[config.mk]
export PLATFORM = sky130hd
export DESIGN_NAME = bram_1kb_access_driver
export DESIGN_NICKNAME = d
export VERILOG_FILES = /design/src/rtl/bram_1kb_access_driver.sv
export SDC_FILE = /design/constraint.sdc
export NUM_CORES = 1
export LEC_CHECK = 0
export ABC_CLOCK_PERIOD_IN_PS = 2850
export CORE_MARGIN = 2
export CORE_UTILIZATION = 54
export DETAILED_ROUTE_END_ITERATION = 10
export PLACE_DENSITY = 0.85
export SKIP_LAST_GASP = 1
export SLEW_MARGIN = 20
export SYNTH_ARGS = -nofsm -noshare
export SYNTH_HDL_FRONTEND = slang
export SYNTH_SLANG_ARGS = --single-unit
[constraint.sdc]
create_clock -name clk -period 2.85 [get_ports clk]
set_input_delay 0.4275 -clock clk [delete_from_list [all_inputs] [get_ports clk]]
set_output_delay 0.4275 -clock clk [all_outputs]
set_load 0.005 [all_outputs]
[src/rtl/bram_1kb_access_driver.sv]
// Fabric-side request/response driver for the 1 KB block RAM primitive.
// Registers all RAM address/data pins, tracks read latency and returns zero-extended reads in order.
module bram_1kb_access_driver #(
    parameter int RD_ADDR_MSB_LSB = 24,
    parameter int WR_ADDR_MSB_LSB = 16,
    parameter int WE_BIT          = 20,
    parameter int REG_OUT         = 0,
    parameter int RSP_DEPTH       = 4
) (
    input  logic        clk,
    input  logic        rst,
    input  logic [1:0]  cfg_wr_width,
    input  logic [1:0]  cfg_rd_width,
    input  logic        req_valid,
    output logic        req_ready,
    input  logic        req_we,
    input  logic [9:0]  req_addr,
    input  logic [15:0] req_wdata,
    output logic        rsp_valid,
    input  logic        rsp_ready,
    output logic [31:0] rsp_rdata,
    output logic        busy,
    output logic [7:0]  bram_rd_addr,
    output logic [7:0]  bram_wr_addr,
    output logic [31:0] bram_wr_data,
    input  logic [31:0] bram_rd_data,
    output logic        bram_c0,
    output logic        bram_c1,
    output logic        bram_c2,
    output logic        bram_c3,
    output logic        bram_c4,
    output logic        bram_c5
);

    localparam int LAT = 2 + REG_OUT;
    localparam int PW  = $clog2(RSP_DEPTH);
    localparam int CW  = PW + 1;
    localparam int SW  = PW + 2;
    localparam logic [SW-1:0] DEPTH_L = SW'(RSP_DEPTH);

    logic                  wr8_s;
    logic [1:0]            rd_mode_s;
    logic [1:0]            wsel_s;
    logic [1:0]            rsel_s;
    logic [31:0]           wr_word_s;
    logic [31:0]           rd_word_s;
    logic [SW-1:0]         inflight_s;
    logic [SW-1:0]         occupancy_s;
    logic                  ready_s;
    logic                  wr_acc_s;
    logic                  rd_acc_s;
    logic                  push_s;
    logic                  pop_s;
    logic [LAT-1:0]        tag_r;
    logic [LAT-1:0][1:0]   wid_r;
    logic [31:0]           mem_r [RSP_DEPTH];
    logic [PW-1:0]         wr_ptr_r;
    logic [PW-1:0]         rd_ptr_r;
    logic [CW-1:0]         count_r;
    logic [7:0]            rd_addr_r;
    logic [7:0]            wr_addr_r;
    logic [31:0]           wr_data_r;

    // The RAM passes raw upper bits on narrow reads, so mask them here.
    function automatic logic [31:0] zext(input logic [31:0] d, input logic [1:0] mode);
        case (mode)
            2'd2:    return {24'd0, d[7:0]};
            2'd1:    return {16'd0, d[15:0]};
            default: return d;
        endcase
    endfunction

    // Width decode and per-request address/side-band packing.
    always_comb begin
        wr8_s = (cfg_wr_width == 2'd1);
        case (cfg_rd_width)
            2'd1:    rd_mode_s = 2'd1;
            2'd2:    rd_mode_s = 2'd2;
            default: rd_mode_s = 2'd0;
        endcase
        wsel_s = wr8_s ? req_addr[9:8] : {1'b0, req_addr[8]};
        case (rd_mode_s)
            2'd2:    rsel_s = req_addr[9:8];
            2'd1:    rsel_s = {1'b0, req_addr[8]};
            default: rsel_s = 2'd0;
        endcase
        wr_word_s        = 32'd0;
        wr_word_s[15:0]  = wr8_s ? {8'd0, req_wdata[7:0]} : req_wdata;
        wr_word_s[WR_ADDR_MSB_LSB +: 2] = wsel_s;
        wr_word_s[WE_BIT] = 1'b1;
        rd_word_s        = 32'd0;
        rd_word_s[RD_ADDR_MSB_LSB +: 2] = rsel_s;
    end

    // Credits: every read in the pipe already owns a FIFO slot.
    always_comb begin
        inflight_s = '0;
        for (int i = 0; i < LAT; i++) begin
            inflight_s = inflight_s + SW'(tag_r[i]);
        end
        occupancy_s = SW'(count_r) + inflight_s;
    end

    assign ready_s   = (occupancy_s < DEPTH_L);
    assign wr_acc_s  = req_valid & ready_s & req_we;
    assign rd_acc_s  = req_valid & ready_s & ~req_we;
    assign push_s    = tag_r[LAT-1];
    assign pop_s     = rsp_valid & rsp_ready;

    assign req_ready = ready_s;
    assign rsp_valid = (count_r != '0);
    assign rsp_rdata = rsp_valid ? mem_r[rd_ptr_r] : 32'd0;
    assign busy      = rsp_valid | (inflight_s != '0);

    assign bram_rd_addr = rd_addr_r;
    assign bram_wr_addr = wr_addr_r;
    assign bram_wr_data = wr_data_r;
    assign bram_c0 = wr8_s;
    assign bram_c1 = ~wr8_s;
    assign bram_c2 = rd_mode_s[1];
    assign bram_c3 = rd_mode_s[0];
    assign bram_c4 = 1'b0;
    assign bram_c5 = (REG_OUT != 0);

    // RAM pin registers; the write strobe lives for exactly one presented cycle.
    always_ff @(posedge clk) begin
        if (rst) begin
            rd_addr_r <= 8'd0;
            wr_addr_r <= 8'd0;
            wr_data_r <= 32'd0;
        end else if (wr_acc_s) begin
            wr_addr_r <= req_addr[7:0];
            wr_data_r <= wr_word_s;
        end else if (rd_acc_s) begin
            rd_addr_r <= req_addr[7:0];
            wr_data_r <= rd_word_s;
        end else begin
            wr_data_r <= 32'd0;
        end
    end

    // Read-slot tags with their width, aligned to the cycle the RAM data is valid.
    always_ff @(posedge clk) begin
        if (rst) begin
            tag_r <= '0;
            wid_r <= '0;
        end else begin
            tag_r <= {tag_r[LAT-2:0], rd_acc_s};
            wid_r <= {wid_r[LAT-2:0], rd_mode_s};
        end
    end

    // Response FIFO storage.
    always_ff @(posedge clk) begin
        if (push_s) begin
            mem_r[wr_ptr_r] <= zext(bram_rd_data, wid_r[LAT-1]);
        end
    end

    // Response FIFO pointers and occupancy.
    always_ff @(posedge clk) begin
        if (rst) begin
            wr_ptr_r <= '0;
            rd_ptr_r <= '0;
            count_r  <= '0;
        end else begin
            if (push_s) begin
                wr_ptr_r <= wr_ptr_r + PW'(1);
            end
            if (pop_s) begin
                rd_ptr_r <= rd_ptr_r + PW'(1);
            end
            case ({push_s, pop_s})
                2'b10:   count_r <= count_r + CW'(1);
                2'b01:   count_r <= count_r - CW'(1);
                default: count_r <= count_r;
            endcase
        end
    end

endmodule

==> results.cfg <==
[timing]
worstMarginPinSlew_ps = 924
setup_viol_count_final = 0
final.hold.worst_slack_ps = 455
finClkSkew_ps = 7.48
hold_viol_final = 0
post-route-period-util_pct = 97.3
timing.final.crit_period_ps = 2770
achievable-frequency_ghz = 0.361
final_max_slew_viol_count = 0
unrepaired_setup_endpoints_after_global_routing = no
slew_headroom_pct = 38.4
tns_ps = 0

[placement]
dp_hpwl_mm = 9.01
placed_cells = 738
io_buffer_count = 142
gp_congestion = 0.746

[clocking]
cts-root-to-sink-buffers = 2
h-tree-depth = 4
cts.root.buffer_cell = sky130_fd_sc_hd__clkbuf_16
cts.repair_timing.setup_buffer_count = 0
hold_buffers = 0
clock_sinks = 180
clk-insertion-delay-late_ps = 420
tritoncts_clock_tree = yes
tritoncts_buffer_count = 17
cts.clk_slew.worst_paths_ps = 60

[worst_setup_path]
path_cells = ha_1 -> ha_1 -> a311o_2 -> inv_1 -> clkdlybuf4s50_1
slowest_delay_ps = 520
worstSetupStartpointType = register
setup.worst_path.end_class = output port
cp_top_family = buffers and inverters
path_buf_inv = 2
critPathRequiredTime_ps = 2420
cp.arrival_ps = 2340
critical_path_peak_fanout = 8
cpMaxStageDelayCell = sky130_fd_sc_hd__clkdlybuf4s50_1
setup.worst_path.class = register to output port
critPathMostFrequentCell = sky130_fd_sc_hd__ha_1

[grt]
grt_first_pass_wirelength_mm = 22.4
via_count_of_the_first_global_routing_pass = 4355
grt_use_total_pct = 21.0
grt-ovfl-total = 0
antenna_violations_before_repair = 0
pin_count_of_the_biggest_net_entering_global_routing = 33

[route]
vias = 4027
first_iter_violations = 375
route.detailed.drc = 0
detail_route.vias_per_cell = 5.23
dr.pass1.iters = 5
wl_per_cell_microns = 18.3
routed_wirelength_mm = 14.1
antenna_left = 0

[synth]
post_synth_instance_area_sq_um = 7100
synth-seq-cells = 180
synthCells = 435
post_synth.cell_area_avg_sq_um = 16.3
yosys_warnings = 0
synth.lib_cells_used.distinct = 31
ys_seq_area_share_pct = 68.8

[floorplan]
die_width_microns = 119
floorplan.rows = 41
initial_core_utilization_pct = 55.8
io-pin-count = 156
dieHeight_microns = 119
floorplan.die_area_sq_um = 14100
design.core.area_sq_um = 12700

[power]
power-per-cell-area_nw_per_um2 = 660
vdd_ir_drop_max_uv = 337
power.leakage_nw = 3.31
p_total_mw = 6.13

[status]
status = finished, final reports clean

[finish]
finish.utilization_pct = 73.0
num_antenna_cells = 0
fill_cells = 838
post_layout_nonfiller_instances = 770
post_route_cells_drive_above_1_share_pct = 13.4
synthToLayoutAreaGrowth_pct = 30.9
final_net_count = 666
seq_area_sq_um = 4890
multi_input_comb_area_sq_um = 2050

[worst_hold_path]
worstHoldPathType = register to register

[job]
maxCapViolations = 0
==> routing by layer <==
metal	vias up	GRT usage, %	routed length (microns)
met3	22	7.48	1200
li1	1870	-	-
met1	1964	24.9	5460
met5	-	0	0
met2	171	35.0	7140
met4	0	8.71	266
==> worst paths after layout <==
path	from	end	slack, ps	cells past startpoint
worst max-delay path	tag_r[1]$_SDFF_PP0_	req_ready	80	5
worst min-delay path	wid_r[0]$_SDFF_PP0_	wid_r[2]$_SDFF_PP0_	450	1
worst max register to register	tag_r[1]$_SDFF_PP0_	bram_rd_addr[3]$_SDFFE_PP0P_	780	5
worst min register to register	wid_r[0]$_SDFF_PP0_	wid_r[2]$_SDFF_PP0_	450	1
==> cells in the mapped netlist (all sizes together) <==
| library cell | number | area, sq um |
|---|---|---|
| edfxtp | 128 | 3840 |
| dfxtp | 52 | 1040 |
| mux4 | 32 | 721 |
| nor2b | 32 | 200 |
| nand2b | 25 | 156 |
| and2 | 20 | 125 |
| buf | 20 | 129 |
| and3 | 17 | 106 |
| mux2i | 17 | 170 |
| inv | 16 | 60.1 |
| and2b | 14 | 105 |
| ha | 13 | 163 |
| nor2 | 12 | 47.6 |
| clkbuf | 9 | 33.8 |
| nand2 | 5 | 18.8 |
| nor3 | 5 | 36.3 |
| a21oi | 3 | 15.0 |
| o21ai | 3 | 15.0 |
| xor2 | 3 | 26.3 |
| or3 | 2 | 12.5 |
| a311o | 1 | 10.0 |
| conb | 1 | 3.75 |
| fa | 1 | 20.0 |
| nand3 | 1 | 10.0 |
| o31ai | 1 | 7.51 |
| or4 | 1 | 11.3 |
| xnor2 | 1 | 8.76 |
==> worst reg2reg max path: stages (launching register included) <==
cell and delay (ps):
sky130_fd_sc_hd__dfxtp_2 360, sky130_fd_sc_hd__ha_1 190, sky130_fd_sc_hd__ha_1 270, sky130_fd_sc_hd__a311o_2 450, sky130_fd_sc_hd__nor3_4 450, sky130_fd_sc_hd__mux2i_1 270
==> state kept, by name, indices dropped and copies added (netlist names), named ones only <==
signal        count
bram_wr_data     21
count_r           3
wr_ptr_r          2
mem_r           128
wid_r             4
tag_r             2
bram_wr_addr      8
bram_rd_addr      8
rd_ptr_r          2
==> report_power, final <==
part	leakage, nW	switching (mW)	internal [mW]	total (mW)
Combinational	1.45	0.374	0.555	0.929
Clock	0.281	0.942	1.37	2.31
Sequential	1.58	0.0330	2.86	2.89
==> area by class of cell <==
class	instances	area share (%)
flip-flops and latches	180	52.6
multi-input cells	222	22.0
repair buffers	148	16.1
clock buffers	17	4.58
well taps	172	2.32
clock inverters	15	1.78
inverters	16	0.646
==> logic make-up after synthesis <==
group	count (synthesis)	share of synthesized area (%)
AND/OR/NAND/NOR	134	11.7
multiplexers	49	12.6
AO/OA/AOI/OAI	8	0.670
XOR/XNOR	4	0.494
buffers and inverters	45	3.14
adder cells (fa/ha/maj)	14	2.57
other	1	0.0528
flip-flops	180	68.8
==> placed cells by master (no fill, tap or decap), drive strengths merged, types with 5 or more instances in the layout <==
master,n
inv,16
nor2,12
nor3,5
clkdlybuf4s50,142
mux2i,17
nand2b,25
and3,17
buf,6
and2b,14
clkbuf,17
and2,20
nor2b,32
mux4,32
dfxtp,52
clkinv,9
edfxtp,128
nand2,5
conb,13
ha,13
==> per-stage QoR <==
| stage | area (sq um) | worst slack, ps |
|---|---|---|
| 2_1_floorplan | 7140 | 968 |
| 3_3_place_gp | 8700 | 499 |
| 3_5_place_dp | 8700 | 430 |
| 4_1_cts | 9290 | 49.7 |
| 5_1_grt | 9290 | 2.75 |
| 6_report | 9290 | 77.9 |
==> repair_timing <==
item / CTS / global route
endpoints found under the setup margin: 1 / 1
gates cloned: 0 / 0
resized for setup: 1 / 1
(Power assumes the default switching activity.)
